$ cat config.mk
export PLATFORM = sky130hd
export DESIGN_NAME = window3x3_gen
export DESIGN_NICKNAME = d
export VERILOG_FILES = /design/src/rtl/window3x3_gen.sv
export SDC_FILE = /design/constraint.sdc
export NUM_CORES = 1
export LEC_CHECK = 0
export ABC_AREA = 1
export CAP_MARGIN = 20
export CORE_AREA = 4 4 223 269
export CTS_BUF_LIST = sky130_fd_sc_hd__clkbuf_16
export DETAILED_ROUTE_END_ITERATION = 10
export DIE_AREA = 0 0 227 273
export DONT_BUFFER_PORTS = 1
export SETUP_SLACK_MARGIN = 0.4
export SYNTH_ARGS = -nofsm -noshare
export SYNTH_HDL_FRONTEND = slang
export SYNTH_SLANG_ARGS = --single-unit
$ cat constraint.sdc
create_clock -name i_clk -period 3 [get_ports i_clk]
set_input_delay 0.3 -clock i_clk [delete_from_list [all_inputs] [get_ports i_clk]]
set_output_delay 0.3 -clock i_clk [all_outputs]
set_load 0.01 [all_outputs]
$ cat src/rtl/window3x3_gen.sv
// Streaming 3x3 sliding-window generator: raster pixels in, nine window taps out.
module window3x3_gen #(
    parameter int unsigned DATA_W = 8,
    parameter int unsigned IMG_W  = 32,
    parameter int unsigned IMG_H  = 32
) (
    input  logic              i_clk,
    input  logic              i_rst,
    input  logic              i_valid,
    output logic              o_ready,
    input  logic [DATA_W-1:0] i_data,
    output logic              o_valid,
    input  logic              i_ready,
    output logic [DATA_W-1:0] o_data0,
    output logic [DATA_W-1:0] o_data1,
    output logic [DATA_W-1:0] o_data2,
    output logic [DATA_W-1:0] o_data3,
    output logic [DATA_W-1:0] o_data4,
    output logic [DATA_W-1:0] o_data5,
    output logic [DATA_W-1:0] o_data6,
    output logic [DATA_W-1:0] o_data7,
    output logic [DATA_W-1:0] o_data8,
    output logic              o_last
);

    localparam int unsigned COL_W = (IMG_W > 1) ? $clog2(IMG_W) : 1;
    localparam int unsigned ROW_W = (IMG_H > 1) ? $clog2(IMG_H) : 1;
    localparam int unsigned TAPS  = 9;

    logic [COL_W-1:0]  col_q, col_d;
    logic [ROW_W-1:0]  row_q, row_d;
    logic [DATA_W-1:0] lb0_q [IMG_W];   // row r-1
    logic [DATA_W-1:0] lb1_q [IMG_W];   // row r-2
    logic [DATA_W-1:0] win_q [TAPS];
    logic [DATA_W-1:0] win_d [TAPS];
    logic [DATA_W-1:0] out_q [TAPS];
    logic [DATA_W-1:0] out_d [TAPS];
    logic              valid_q, valid_d;
    logic              last_q, last_d;
    logic              acc;
    logic              at_last_col;
    logic              at_last_row;

    // Single output stage: a pending window only blocks input while downstream stalls.
    assign o_ready     = ~valid_q | i_ready;
    assign acc         = i_valid & o_ready;
    assign at_last_col = (col_q == COL_W'(IMG_W - 1));
    assign at_last_row = (row_q == ROW_W'(IMG_H - 1));

    // Next-state: counters, window shift, output stage load/drain.
    always_comb begin
        col_d   = col_q;
        row_d   = row_q;
        valid_d = valid_q;
        last_d  = last_q;
        for (int k = 0; k < int'(TAPS); k++) begin
            win_d[k] = win_q[k];
            out_d[k] = out_q[k];
        end

        if (valid_q && i_ready) begin
            valid_d = 1'b0;
            last_d  = 1'b0;
        end

        if (acc) begin
            for (int rr = 0; rr < 3; rr++) begin
                win_d[rr*3]     = win_q[rr*3 + 1];
                win_d[rr*3 + 1] = win_q[rr*3 + 2];
            end
            win_d[2] = lb1_q[col_q];
            win_d[5] = lb0_q[col_q];
            win_d[8] = i_data;

            if (at_last_col) begin
                col_d = '0;
                row_d = at_last_row ? '0 : row_q + ROW_W'(1);
            end else begin
                col_d = col_q + COL_W'(1);
            end

            if (row_q >= ROW_W'(2) && col_q >= COL_W'(2)) begin
                valid_d = 1'b1;
                last_d  = at_last_row & at_last_col;
                for (int k = 0; k < int'(TAPS); k++) begin
                    out_d[k] = win_d[k];
                end
            end
        end
    end

    // State registers with synchronous reset.
    always_ff @(posedge i_clk) begin
        if (i_rst) begin
            col_q   <= '0;
            row_q   <= '0;
            valid_q <= 1'b0;
            last_q  <= 1'b0;
            for (int k = 0; k < int'(TAPS); k++) begin
                win_q[k] <= '0;
                out_q[k] <= '0;
            end
        end else begin
            col_q   <= col_d;
            row_q   <= row_d;
            valid_q <= valid_d;
            last_q  <= last_d;
            for (int k = 0; k < int'(TAPS); k++) begin
                win_q[k] <= win_d[k];
                out_q[k] <= out_d[k];
            end
        end
    end

    // Line buffers: plain RAM, no reset; each column shifts up one row per accept.
    always_ff @(posedge i_clk) begin
        if (acc) begin
            lb1_q[col_q] <= lb0_q[col_q];
            lb0_q[col_q] <= i_data;
        end
    end

    assign o_valid = valid_q;
    assign o_last  = last_q;
    assign o_data0 = out_q[0];
    assign o_data1 = out_q[1];
    assign o_data2 = out_q[2];
    assign o_data3 = out_q[3];
    assign o_data4 = out_q[4];
    assign o_data5 = out_q[5];
    assign o_data6 = out_q[6];
    assign o_data7 = out_q[7];
    assign o_data8 = out_q[8];

endmodule

==> results of run 1 <==
Yosys cell counts:
master,n
buf_6,6
nand2_2,2
o21ai_1,20
nand3_4,1
buf_4,29
buf_1,27
dfxtp_1,89
inv_1,57
ha_1,8
nor2_1,87
nor3_1,10
nand3_1,428
inv_2,6
nand3b_1,1
o22ai_1,1
clkbuf_1,37
buf_2,40
a21oi_1,80
nor2_2,1
o21ai_0,34
edfxtp_1,560
nand2_1,721
worst max path at each step:
stage | to | slack [ns] | cells after the start
3_3_place_gp | lb1_q[29][3] | 0.39 | 10
4_1_cts | lb1_q[5][0] | 0.39 | 9
5_1_grt | lb1_q[2][5] | 0.38 | 8
6_report | lb1_q[7][6] | 0.47 | 9
2_1_floorplan | win_q[1][0] | 0.61 | 4
3_5_place_dp | lb1_q[31][3] | 0.33 | 10
logic make-up after synthesis:
logic type,synth area share [%]
and+or+nand+nor,20.6
DFF,72.6
buffers and inverters,3.76
AOI/OAI and AO/OA,2.64
adders and majority gates,0.391
power by group:
part | switching, mW | internal [mW] | leakage, nW
clock | 3.23 | 4.23 | 0.984
combinational | 1.11 | 0.436 | 3.81
sequential | 0.0405 | 10.1 | 5.85
cell type report:
| type | count | share of cell area, % |
|---|---|---|
| Timing Repair Buffer | 126 | 4.35 |
| Sequential cell | 649 | 63.9 |
| Inverter | 63 | 0.950 |
| Timing Repair inverter | 8 | 0.206 |
| Multi-Input combinational cell | 1394 | 20.8 |
| Tap cell | 735 | 3.16 |
| Clock inverter | 49 | 1.25 |
| Clock buffer | 62 | 5.33 |
critical path, stage by stage (launching register included):
cell        delay [ns]
dfxtp_4           0.39
inv_4             0.21
buf_4             0.36
nand3_1           0.19
nand3_1           0.13
nand2_1           0.08
nand2_1           0.07
nand3_1           0.12
nand2_1           0.25
clkinvlp_4        0.34
metal layers:
layer | vias up | global-route usage [%] | share of wire [%] | routed length, µm
met2 | 659 | 37.7 | 49 | 34600
met4 | 0 | 9.81 | 4.9 | 3470
met3 | 149 | 4.18 | 7.4 | 5200
met1 | 8327 | 27.4 | 38 | 26900
met5 | - | 0 | 0 | 0
li1 | 7899 | - | - | -
placed cells by master (no fill, tap or decap), types with 8 or more instances in the layout:
master	Yosys	routed
inv_1	57	59
o21ai_0	34	34
nor2_1	87	87
a21oi_1	80	80
nand3_1	428	428
edfxtp_1	560	560
clkinv_2	0	9
nand2_1	721	720
buf_12	0	23
clkinv_1	0	18
dfxtp_1	89	86
clkinvlp_4	0	18
buf_4	29	98
ha_1	8	8
o21ai_1	20	20
clkbuf_16	0	62
through the flow:
| step | instances | area (µm²) | utilization (%) |
|---|---|---|---|
| 2_1_floorplan | 2245 | 25600 | - |
| 3_3_place_gp | 2942 | 26800 | 46.9 |
| 3_5_place_dp | 2942 | 26800 | 46.9 |
| 4_1_cts | 3070 | 28900 | 50.7 |
| 5_1_grt | 3086 | 29100 | 51.0 |
| 6_report | 3086 | 29100 | 51.0 |
registers in the layout (all words and copies together), names as in the netlist, named ones only:
register  count
lb0_q       256
lb1_q       256
out_q        72
win_q        48
col_q         5
row_q         5
o_last        1
o_valid       1
timing repair:
item / in CTS / in global routing
hold endpoints to repair: 341 / 0
endpoints found under the setup margin: 147 / 295
gates resized for setup: 8 / 10
buffers inserted: 2 / 11
hold buffers: 12 / 0
cloned: 3 / 5
==> qor.yml, run 1 <==
status:
  status: "completed"
cells_and_area:
  fin_nets: 2322
  n_fill_cell: 4958
  multiInputGateArea_um2: 6060
  diodes: 0
  syn_to_final_growth_pct: 13.7
  seqCellArea_um2: 18600
  drive_above_1_share_pct: 10.2
power_and_ir_drop:
  leakagePower_nw: 10.6
  powerDensity_nw_per_um2: 657
  power_mw: 19.1
  worst_ir_drop_vdd_uv: 441
worst_hold_path:
  min_path_type: "input port to register"
  whs_path_depth: 3
  holdPathEnd: "out_q[0][64]"
  hp-start: "i_data[0]"
cts:
  clk_pin_slew_ns: 0.06
  cts_buffers: 60
  clock_sinks: 649
  cts_tree: "built"
  clk_latency_ns: 0.62
  ctsHtreeMaxLevel: 2
  cts_root_buf: "clkbuf_16"
  clk_path_buf_depth: 3
drt:
  vias: 17000
  firstDrtPassIters: 5
  routed_wl_mm: 70.2
  drtAntennaViolNets: 0
  viasPerCell: 5.52
  drt_iter0_drc: 1556
  wl_per_cell_um: 22.7
  drc_errors: 0
worst_setup_path:
  crit_type: "register to register"
  r2r_slack_ns: 0.47
  worst_r2r_path_depth: 9
  required_ns: 3.26
  critPathLaunchType: "register"
  worstPathArrival_ns: 2.79
  crit_fanout: 24
  r2r_end: "lb1_q[7][6]"
  cp-end-kind: "register"
synth:
  synth_nets: 2265
  syn_inst: 2245
  ys_seq_area_share_pct: 72.6
  syn_area_um2: 25600
  avgSynthCellArea_um2: 11.4
  ys_warn_count: 0
  synth_seq_cells: 649
  yosysTopAreaCellShare_pct: 65.7
  yosys-top-cells-area: "edfxtp_1 (66%), nand2_1 (11%), nand3_1 (8.4%), dfxtp_1 (7.0%), a21oi_1 (1.6%)"
  synth_cell_types: 22
  synth_largest_area_cell: "edfxtp_1"
placement:
  dp_hpwl_mm: 41.2
  io_buffers: 0
  dp_slack_ns: 0.328
  gp_congestion: 0.847
sta:
  timing.hold.ws_ns: 0.0230
  fin_ws_ns: 0.468
  tightest_slew_ns: 0.930
  fmax_ghz: 0.395
  fin_skew_ns: 0.0188
  slew_viol_final: 0
  hold_viol_final: 0
  relSlewSlack_pct: 37.9
  setup_viol: 0
  rsz0062_at_grt: "true"
  finalSetupTns_ns: 0
  timing.final.crit_share_pct: 84.4
  fin_crit_ns: 2.53
global_routing:
  grt_pass1_wl_mm: 103
  grt_usage_pct: 22.1
  grt_pass1_vias: 16600
  gr-total-overflow: 0
  antenna_found_initial: 0
  grt_max_degree: 76
floorplanning:
  io_pins: 87
  rows: 96
  core-area_um2: 57100
  die_area_um2: 62000
  initial_core_util_pct: 44.9
  chipWidth_um: 227
  die_height_um: 273
job:
  drv_cap: 0
(Power assumes the default switching activity.)
==> inputs of run 2 (changes only) <==
Clock period 3 ns to 2.42 ns, I/O delays scaled along.
==> qor.yml, run 2 (synthesized netlist as in run 1, its figures left out) <==
status:
  status: "completed"
cts:
  clock_sinks: 649
  clk_latency_ns: 0.64
  ctsHtreeMaxLevel: 2
  clk_path_buf_depth: 3
  cts_root_buf: "clkbuf_16"
  cts_buffers: 60
  cts_tree: "built"
  clk_pin_slew_ns: 0.06
global_routing:
  gr-total-overflow: 0
  grt_usage_pct: 21.4
  met3_usage_pct: 3.14
  grt_pass1_vias: 16600
  grtUsageMet2_pct: 37.2
  grt.busiest_layer: "met2"
  grt_pass1_wl_mm: 101
  antenna_found_initial: 0
  use_met1_pct: 28.2
  grt_max_degree: 76
sta:
  fin_crit_ns: 2.04
  hold_viol_final: 0
  tightest_slew_ns: 0.527
  slew_viol_final: 0
  fmax_ghz: 0.489
  finalSetupTns_ns: 0
  setup_viol: 0
  relSlewSlack_pct: 64.9
  rsz0062_at_grt: "true"
  timing.final.crit_share_pct: 84.5
  fin_skew_ns: 0.0218
placement:
  dp_hpwl_mm: 39.3
  gp_congestion: 0.871
  io_buffers: 0
worst_setup_path:
  crit_type: "register to register"
  cp-end-kind: "register"
  required_ns: 2.74
  critPathLaunchType: "register"
  crit_fanout: 8
  r2r_slack_ns: 0.38
  worstPathArrival_ns: 2.36
power_and_ir_drop:
  worst_ir_drop_vdd_uv: 558
  internal-power_mw: 18.2
  p_clk_share_pct: 37.9
  powerDensity_nw_per_um2: 792
  power.switching_mw: 5.54
  sequentialPowerShare_pct: 52.7
  p_comb_share_pct: 9.4
  swShare_pct: 23.3
  leakagePower_nw: 11.2
floorplanning:
  chipWidth_um: 227
  die_area_um2: 62000
  io_pins: 87
  rows: 96
  die_height_um: 273
  initial_core_util_pct: 44.9
  core-area_um2: 57100
drt:
  firstDrtPassIters: 5
  routed_wl_mm: 69.0
  drt_iter0_drc: 1589
  drtAntennaViolNets: 0
  vias: 17200
  wl_per_cell_um: 22.2
  drc_errors: 0
  viasPerCell: 5.52
cells_and_area:
  mostFrequentLayoutCell: "nand2_1"
  diodes: 0
  final_cell_mix: "nand2_1 (693), edfxtp_1 (560), nand3_1 (404)"
  fin_nets: 2344
  syn_to_final_growth_pct: 17.3
  top_regs: "lb0_q (256), lb1_q (256), out_q (72)"
  drive_above_1_share_pct: 12.9
  post-route-util_pct: 52.7
job:
  drv_cap: 0
worst_hold_path:
  min_path_type: "input port to register"
## run 2: cell type report
class | count | area (µm²)
clock inverters | 47 | 284
multi-input cells | 1394 | 6260
flip-flops and latches | 649 | 18600
fillers | 4830 | 27000
well taps | 735 | 920
inverters | 63 | 282
clock buffers | 63 | 1580
repair buffers | 155 | 2100
repair inverters | 1 | 8.76
## run 2: worst paths after layout
kind | start | depth (start not counted) | endpoint
setup / recovery | o_valid | 6 | lb1_q[8][0]
hold / removal | i_ready | 6 | o_last
setup reg to reg | o_valid | 6 | lb1_q[8][0]
hold reg to reg | win_q[1][3] | 2 | out_q[0][3]
## run 2: through the flow
stage | power, mW | hold slack, ns | cell area (µm²) | setup WS, ns | cells
after floorplan | 13.8 | 0.341 | 25600 | 0.0496 | 2245
after global placement | 14.5 | 0.319 | 26900 | 0.225 | 2947
after detailed placement | 14.5 | 0.321 | 26900 | 0.223 | 2947
after CTS | 23.7 | 0.408 | 29400 | 0.387 | 3083
after global routing | 24.6 | 0.462 | 30000 | 0.274 | 3107
final | 23.8 | 0.452 | 30000 | 0.376 | 3107
## run 2: metal layers
metal / vias up / wire length [µm] / part of all wire (%)
met5: - / 0 / 0
met4: 0 / 1710 / 2.5
met3: 112 / 5050 / 7.3
met2: 671 / 34800 / 50
met1: 8426 / 27500 / 40
li1: 7949 / - / -
## run 2: timing repair
item | 4_1_cts | 5_1_grt
resized for setup | 47 | 81
hold endpoints to repair | 351 | 0
pin swaps | 2 | 12
endpoints found under the setup margin | 574 | 720
cloned | 4 | 13
setup buffers | 2 | 11
hold buffers | 20 | 0
## run 2: critical path, cell delays in order, from the launching register on
cell and delay [ns]:
dfxtp_1 0.35, nand2_1 0.18, nand2_2 0.18, inv_2 0.19
nand2_1 0.28, nor2_1 0.29, buf_4 0.27
## run 2: power groups by stage
stage	Clock, mW	Sequential [mW]	Combinational, mW
after floorplan	0	12.8	1.03
after global routing	9.65	12.5	2.41
after global placement	0	12.8	1.68
after detailed placement	0	12.8	1.71
after CTS	9.19	12.5	1.96
final	9.00	12.5	2.24
